[src/rtl/dmem_arb_pkg.sv]
// Shared types and constants for the data-memory arbiter.
// Imported by the top level and by the tie-break picker.
package dmem_arb_pkg;

   typedef enum logic [1:0] {
      IDLE  = 2'd0,
      ISSUE = 2'd1,
      WAIT  = 2'd2,
      RESP  = 2'd3
   } state_t;

   localparam logic REQ_CPU = 1'b0;
   localparam logic REQ_DMA = 1'b1;

   // Wide enough for the largest legal memory latency (15).
   localparam int CNT_W = $clog2(16);

endpackage

[src/rtl/dmem_arbiter_rr2.sv]
// Two-input picker: round-robin or fixed CPU priority on ties.
// Holds the id of the requester granted most recently.
module arb_rr2
   import dmem_arb_pkg::*;
(
   input  logic       clk,
   input  logic       rst_n,
   input  logic [1:0] req,
   input  logic       fixed_prio,
   input  logic       advance,
   output logic [1:0] gnt
);

   logic last;

   always_comb begin
      gnt = req;
      if (req == 2'b11) begin
         gnt = 2'b00;
         if (fixed_prio || (last == REQ_DMA)) begin
            gnt[REQ_CPU] = 1'b1;
         end else begin
            gnt[REQ_DMA] = 1'b1;
         end
      end
   end

   // Reset value makes the CPU win the first tie.
   always_ff @(posedge clk or negedge rst_n) begin
      if (!rst_n) begin
         last <= REQ_DMA;
      end else if (advance && (|gnt)) begin
         last <= gnt[REQ_DMA] ? REQ_DMA : REQ_CPU;
      end
   end

endmodule

[src/rtl/dmem_arbiter.sv]
// Shares a single-ported data memory between the CPU memory stage and a DMA port,
// one transaction at a time with a fixed memory latency.
module dmem_arbiter
   import dmem_arb_pkg::*;
#(
   parameter int AW         = 64,
   parameter int DW         = 64,
   parameter int MEM_LAT    = 1,
   parameter int FIXED_PRIO = 0
)
(
   input  logic          clk,
   input  logic          rst_n,
   input  logic          cpu_req,
   input  logic          cpu_we,
   input  logic [AW-1:0] cpu_addr,
   input  logic [DW-1:0] cpu_wdata,
   output logic          cpu_gnt,
   output logic          cpu_rvalid,
   output logic [DW-1:0] cpu_rdata,
   input  logic          dma_req,
   input  logic          dma_we,
   input  logic [AW-1:0] dma_addr,
   input  logic [DW-1:0] dma_wdata,
   output logic          dma_gnt,
   output logic          dma_rvalid,
   output logic [DW-1:0] dma_rdata,
   output logic          mem_read,
   output logic          mem_write,
   output logic [AW-1:0] mem_addr,
   output logic [DW-1:0] mem_wdata,
   input  logic [DW-1:0] mem_rdata,
   output logic          busy
);

   state_t           state, state_nx;
   logic [CNT_W-1:0] cnt;
   logic             lat_we;
   logic             lat_owner;
   logic [AW-1:0]    lat_addr;
   logic [DW-1:0]    lat_wdata;
   logic [DW-1:0]    cpu_rdata_q;
   logic [DW-1:0]    dma_rdata_q;
   logic             idle;
   logic [1:0]       req;
   logic [1:0]       gnt;

   assign idle = (state == IDLE);

   // Requests are only visible to the picker in IDLE, so grants cannot occur elsewhere.
   assign req = idle ? {dma_req, cpu_req} : 2'b00;

   arb_rr2 u_arb (
      .clk        (clk),
      .rst_n      (rst_n),
      .req        (req),
      .fixed_prio (FIXED_PRIO != 0),
      .advance    (idle),
      .gnt        (gnt)
   );

   assign cpu_gnt   = gnt[REQ_CPU];
   assign dma_gnt   = gnt[REQ_DMA];
   assign busy      = !idle;
   assign cpu_rdata = cpu_rdata_q;
   assign dma_rdata = dma_rdata_q;

   always_ff @(posedge clk or negedge rst_n) begin
      if (!rst_n) begin
         state <= IDLE;
      end else begin
         state <= state_nx;
      end
   end

   always_comb begin
      state_nx   = state;
      mem_read   = 1'b0;
      mem_write  = 1'b0;
      mem_addr   = '0;
      mem_wdata  = '0;
      cpu_rvalid = 1'b0;
      dma_rvalid = 1'b0;
      case (state)
         IDLE: begin
            if (|gnt) state_nx = ISSUE;
         end
         ISSUE: begin
            mem_read  = !lat_we;
            mem_write = lat_we;
            mem_addr  = lat_addr;
            mem_wdata = lat_wdata;
            state_nx  = WAIT;
         end
         WAIT: begin
            mem_addr  = lat_addr;
            mem_wdata = lat_wdata;
            if (cnt == '0) state_nx = RESP;
         end
         RESP: begin
            cpu_rvalid = (lat_owner == REQ_CPU);
            dma_rvalid = (lat_owner == REQ_DMA);
            state_nx   = IDLE;
         end
         default: state_nx = IDLE;
      endcase
   end

   always_ff @(posedge clk or negedge rst_n) begin
      if (!rst_n) begin
         lat_we      <= 1'b0;
         lat_owner   <= REQ_CPU;
         lat_addr    <= '0;
         lat_wdata   <= '0;
         cnt         <= '0;
         cpu_rdata_q <= '0;
         dma_rdata_q <= '0;
      end else begin
         if (idle && (|gnt)) begin
            lat_owner <= gnt[REQ_DMA] ? REQ_DMA : REQ_CPU;
            lat_we    <= gnt[REQ_DMA] ? dma_we    : cpu_we;
            lat_addr  <= gnt[REQ_DMA] ? dma_addr  : cpu_addr;
            lat_wdata <= gnt[REQ_DMA] ? dma_wdata : cpu_wdata;
         end
         if (state == ISSUE) begin
            cnt <= CNT_W'(MEM_LAT - 1);
         end else if ((state == WAIT) && (cnt != '0)) begin
            cnt <= cnt - CNT_W'(1);
         end
         // Read data is valid on the last WAIT cycle; writes leave rdata untouched.
         if ((state == WAIT) && (cnt == '0) && !lat_we) begin
            if (lat_owner == REQ_DMA) begin
               dma_rdata_q <= mem_rdata;
            end else begin
               cpu_rdata_q <= mem_rdata;
            end
         end
      end
   end

endmodule

[config.mk]
export PLATFORM = sky130hd
export DESIGN_NAME = dmem_arbiter
export DESIGN_NICKNAME = d
export VERILOG_FILES = /design/src/rtl/dmem_arb_pkg.sv /design/src/rtl/dmem_arbiter_rr2.sv /design/src/rtl/dmem_arbiter.sv
export SDC_FILE = /design/constraint.sdc
export NUM_CORES = 1
export LEC_CHECK = 0
export BUFFER_PORTS_ARGS = -buffer_cell sky130_fd_sc_hd__clkbuf_2
export CAP_MARGIN = 10
export CORE_AREA = 2 2 227 229
export CTS_CLUSTER_SIZE = 16
export DETAILED_ROUTE_END_ITERATION = 8
export DIE_AREA = 0 0 229 231
export PLACE_DENSITY = 0.58
export SLEW_MARGIN = 10
export SYNTH_ARGS = -nofsm -noshare
export SYNTH_HDL_FRONTEND = slang
export SYNTH_SLANG_ARGS = --single-unit
export TNS_END_PERCENT = 1
[constraint.sdc]
create_clock -name clk -period 2.13 [get_ports clk]
set_input_delay 0.426 -clock clk [delete_from_list [all_inputs] [get_ports clk]]
set_output_delay 0.426 -clock clk [all_outputs]
set_load 0.03 [all_outputs]
== After elaboration in Yosys (flattened, before gate mapping) ==
Index checks and enable logic that the tools add are counted.
W data, S select, Z words.
Word-level totals
  register bits: 265
  latch bits: 0
  bits in writable memories: 0
  bits in read-only memories: 0
  output and inout bits: 263
  word-level logic and storage cells: 51
  memories: 0
Operators by class
  add/subtract/negate cells: 1
  multiply operators: 0
  div/mod/pow operators: 0
  magnitude comparators: 0
  eq/ne operators: 6
  shift operators: 0
  mux-type cells: 19
  bitwise gates (word level): 1
  reductions and logical operators: 15
Operators with widths (count)
  $mux W64: 4
  $mux W1: 8
  $mux W2: 4
  $mux W4: 2
  $pmux W2 S4: 1
  $eq A2 B2 Y1 const B: 3
  $reduce_and A2 Y1: 3
  $logic_and A1 B1 Y1: 4
  $logic_not A4 Y1: 1
  $reduce_bool A4 Y1: 1
  $reduce_or A2 Y1: 2
  $sub A4 B1 Y4 const B: 1
  $eq A2 B1 Y1 const B: 1
  $logic_not A1 Y1: 2
  $logic_not A2 Y1: 1
  $ne A2 B1 Y1 const B: 1
  $ne A2 B2 Y1 const B: 1
  $reduce_bool A2 Y1: 1
  $not A1 Y1: 1

== Depth between registers and ports, before layout ==
  word-level depth: 7
  mapped depth: 9
  gate-level depth less buffers: 5

== Modules after synthesis ==
Synthesis repeated with hierarchy kept, for this count alone.
Second synthesis, totals
  cells, all modules: 1032
  area, all modules: 12320.6 um^2
Modules (own cells, without submodules)
  dmem_arbiter: times used 1, cells an instance 1024, area each 12243.0 um^2
  arb_rr2: times used 1, cells an instance 8, area each 77.6 um^2

== Least setup slack after synthesis ==
No wires, ideal clock.
  path kind: reg2out
  from: register state[0]
  to: output cpu_gnt
  arrival time: 2059 ps
  required time: 1704 ps
  path slack: -355 ps
  stages on the path, launching flop included: 8
  path buffers: 3
  cell sequence: dfrtp_1 inv_1 ha_1 buf_2 buf_2 buf_2 inv_1 a211oi_1
On the way
  longest elaborated chain between the ends: 4
RTL lines
  from (decl): RTL line dmem_arbiter.sv:36  | state_t state, state_nx;
  from (signal assigned): RTL line dmem_arbiter.sv:72  | state <= state_nx;
  $logic_not A2 Y1 (*): RTL line dmem_arbiter.sv:48  | assign idle = (state == IDLE);
  $mux W2 (*): RTL line dmem_arbiter.sv:51  | assign req = idle ? {dma_req, cpu_req} : 2'b00;
  $eq A2 B2 Y1: RTL line dmem_arbiter_rr2.sv:18  | if (req == 2'b11) begin
  $mux W2 (*): RTL line dmem_arbiter_rr2.sv:18
  to (decl): RTL line dmem_arbiter.sv:18  | output logic cpu_gnt,
Mark *: on every way between the ends. The rest lies on a longest branch, timed or not.

== Worst setup path in the final report ==
  from: register state[1]
  to: output mem_wdata[52]
On the way
  longest elaborated chain between the ends: 3
  elaborated cells between the ends (all ways): 4
  classes of those cells: eq/ne (2); mux (1); reduce/logical (1)
RTL lines
  $eq A2 B1 Y1 or $eq A2 B2 Y1 (tied branches): RTL line dmem_arbiter.sv:84  | case (state)
  $reduce_or A2 Y1 (no line) (*)
  $mux W64 (*): RTL line dmem_arbiter.sv:84
  to (decl): RTL line dmem_arbiter.sv:31  | output logic [DW-1:0] mem_wdata,
Marked as above.

==> metrics.cfg <==
[grt]
grt_max_degree = 102
gr-usage-all-layers_pct = 18.4
antenna_found_initial = 5
grt_pass1_vias = 13053
grt_first_pass_wirelength_mm = 77.3
grt_overflow_total = 0

[floorplanning]
core_mm2 = 0.0507
die_h_um = 231
rows = 83
dieArea_mm2 = 0.0529
start_util_pct = 26.1
boundaryPins = 589
fp.dieW_um = 229

[timing]
hold_viol = 0
timing.final.ws_setup_ns = -0.295
max_freq_mhz = 412
fin_crit_ns = 2.43
slew_violations = 0
holdWs_ns = 0.0922
setup_violations = 131
relSlewSlack_pct = 61.2
rsz0062_at_grt = true
setup_tns_ns = -28.95
fin_skew_ns = 0.00993
worst_pin_slew_ns = 0.582
finalCritPeriodShare_pct = 114

[synth]
synth_area_mm2 = 0.0132
synth-seq-cells = 265
synth_cells = 1232
synth_nets = 1565
yosysTopAreaCellShare_pct = 50.0
ys.warnings.count = 0
synth.yosys.seq_area_share_pct = 50.2
synth_top_area_cell = dfrtp_1
ys_types = 39
avgSynthCellArea_um2 = 10.7
synth_area_leaders = dfrtp_1 50%, o2111ai_1 8.5%, mux2_4 6.8%

[placement]
globalplace.congestion = 0.860
post-dp-hpwl_mm = 34.3
io_buffers = 588
dpl_cell_area_mm2 = 0.0171

[detailed_routing]
routedWlPerCell_um = 20.6
ant_nets = 0
wl_mm = 51.0
vias_per_cell = 5.04
first_pass_iters = 4
vias = 12470
drc = 0
drtIter0Drc = 716

[critical_path]
rrSetupSlack_ns = 0.08
cp_max_fo = 14
r2r-start = state[1]$_DFFE_PN0P_
end_kind = output port
cp_data_arrival_time_ns = 2.00
rr_endpoint = dma_rdata[27]$_DFFE_PN0P_
reg2regPathDepth = 7
cp.required_ns = 1.70
crit_type = reg2out
startpoint_type = register

[hold_path]
holdPathEnd = lat_addr[26]$_DFFE_PN0P_
min_path_type = in2reg
hp-start = cpu_addr[26]
whs_path_depth = 3

[final_layout]
nNetsFinal = 2103
area.growth.synth_to_final_pct = 50.2
postLayoutCellArea_mm2 = 0.0199
layout-drive-gt1-share_pct = 51.0

[run]
maxCapViolations = 0

[run_status]
violations = negative setup slack
outcome = finished, violations left

[cts]
ctsRootBufferMaster = clkbuf_16
cts_buffer_depth = 3
h-tree-depth = 1
clk_latency_ns = 0.57
path_clk_slew_ns = 0.07
cts_tree = built
cts_buffers = 30
cts.sinks = 265

[pwr]
power_mw = 42.4
powerDensity_mw_per_mm2 = 2140
ir_drop_mv = 1.33
leakage_nw = 8.99

==> final cells by class <==
type                            count  area [um2]
Fill cell                        4927       30800
Sequential cell                   265        6630
Multi-Input combinational cell    816        6150
Timing Repair Buffer              649        5110
Clock buffer                       45         918
Tap cell                          680         851
Clock inverter                      9         151
Inverter                            8        37.5
Antenna cell                        1        2.50
==> metal layers <==
metal / global-route usage (%) / up-vias / part of all wire [%]
li1: - / 5648 / -
met1: 22.7 / 6144 / 41
met2: 31.6 / 581 / 49
met3: 4.56 / 93 / 7.7
met4: 5.78 / 4 / 2.5
met5: 0 / - / 0.045
==> worst max-delay path by stage <==
stage / cells past startpoint / to / slack (ns) / startpoint
floorplan: 7 / cpu_gnt / 0.03 / state[0]$_DFFE_PN0P_
global placement: 5 / mem_wdata[0] / 0.16 / state[0]$_DFFE_PN0P_
detailed placement: 5 / mem_wdata[0] / 0.12 / state[0]$_DFFE_PN0P_
CTS: 7 / mem_addr[49] / -0.35 / state[1]$_DFFE_PN0P_
global route: 6 / mem_addr[27] / -0.35 / state[1]$_DFFE_PN0P_
finish: 6 / mem_wdata[52] / -0.30 / state[1]$_DFFE_PN0P_
==> report_power, final <==
part           internal, mW  switching, mW
Sequential             7.61           1.56
Clock                  3.44           2.18
Combinational          12.4           15.3
Total                  23.4           19.0
==> logic make-up (layout without fill, tap and decap cells) <==
family,after synthesis,after routing,synth area share [%]
AO/OA/AOI/OAI,396,396,20.0
AND/OR/NAND/NOR,283,283,11.1
flip-flops,265,265,50.2
buffers and inverters,151,711,5.29
multiplexers,130,130,12.8
adder cells (fa/ha/maj),7,7,0.663
other,0,1,0
==> registers in the layout, indices dropped and copies added, names as in the netlist <==
register	flops
cnt	4
cpu_rdata	64
dma_rdata	64
lat_addr	64
lat_owner	1
lat_wdata	64
lat_we	1
state	2
u_arb.last	1
==> worst max-delay path, stage by stage, from the launching register on <==
cell and delay, ns:
dfrtp_1 0.37, inv_2 0.06, ha_4 0.33, buf_6 0.14
clkbuf_16 0.19, and2_1 0.16, clkbuf_8 0.16
==> cell usage after synthesis <==
library cell and number:
a211oi_1 1, a21oi_1 2, a31oi_1 129, and2_1 132
and2b_1 1, and4bb_2 1, buf_1 3, buf_2 29
buf_4 1, buf_6 12, clkbuf_1 96, clkbuf_2 2
clkinv_1 1, dfrtp_1 264, dfstp_2 1, ha_1 7
inv_1 7, mux2_1 5, mux2_2 64, mux2_4 60
mux2i_1 1, nand2_1 2, nand2_2 1, nand2_4 2
nand2b_1 1, nand3_1 2, nor2_1 134, nor2b_1 2
nor3b_1 1, nor4b_1 1, nor4b_4 1, o2111ai_1 129
o21a_1 1, o21ai_0 130, o22ai_1 2, o31ai_1 1
o32a_1 1, or3_1 1, or3b_1 1
==> what timing repair did <==
action / CTS / global route
buffers inserted: 8 / 2
gates cloned: 3 / 1
pin swaps: 3 / 3
hold endpoints to repair: 45 / 0
resized for setup: 322 / 111
hold buffers: 1 / 0
setup endpoints to repair: 133 / 134
==> stage by stage <==
step	worst slack [ns]	util, %	std cells
global placement	0.157	33.7	2404
finish	-0.295	39.2	2473
floorplan	0.0295	-	1232
detailed placement	0.115	33.7	2404
global route	-0.348	39.2	2472
CTS	-0.347	38.8	2470
==> layout by cell type, fill, tap and decap left out, types with 5 or more instances in the layout <==
master,instances
o21ai_0,130
mux2_4,60
and2_1,57
nor2_1,133
mux2_1,5
clkbuf_1,5
buf_8,63
o2111ai_1,129
buf_12,29
clkbuf_8,78
mux2_2,64
clkbuf_2,451
a31oi_1,129
clkbuf_16,33
dfrtp_1,264
buf_4,28
and2_4,75
No activity file was read; power rests on OpenSTA's default activity.
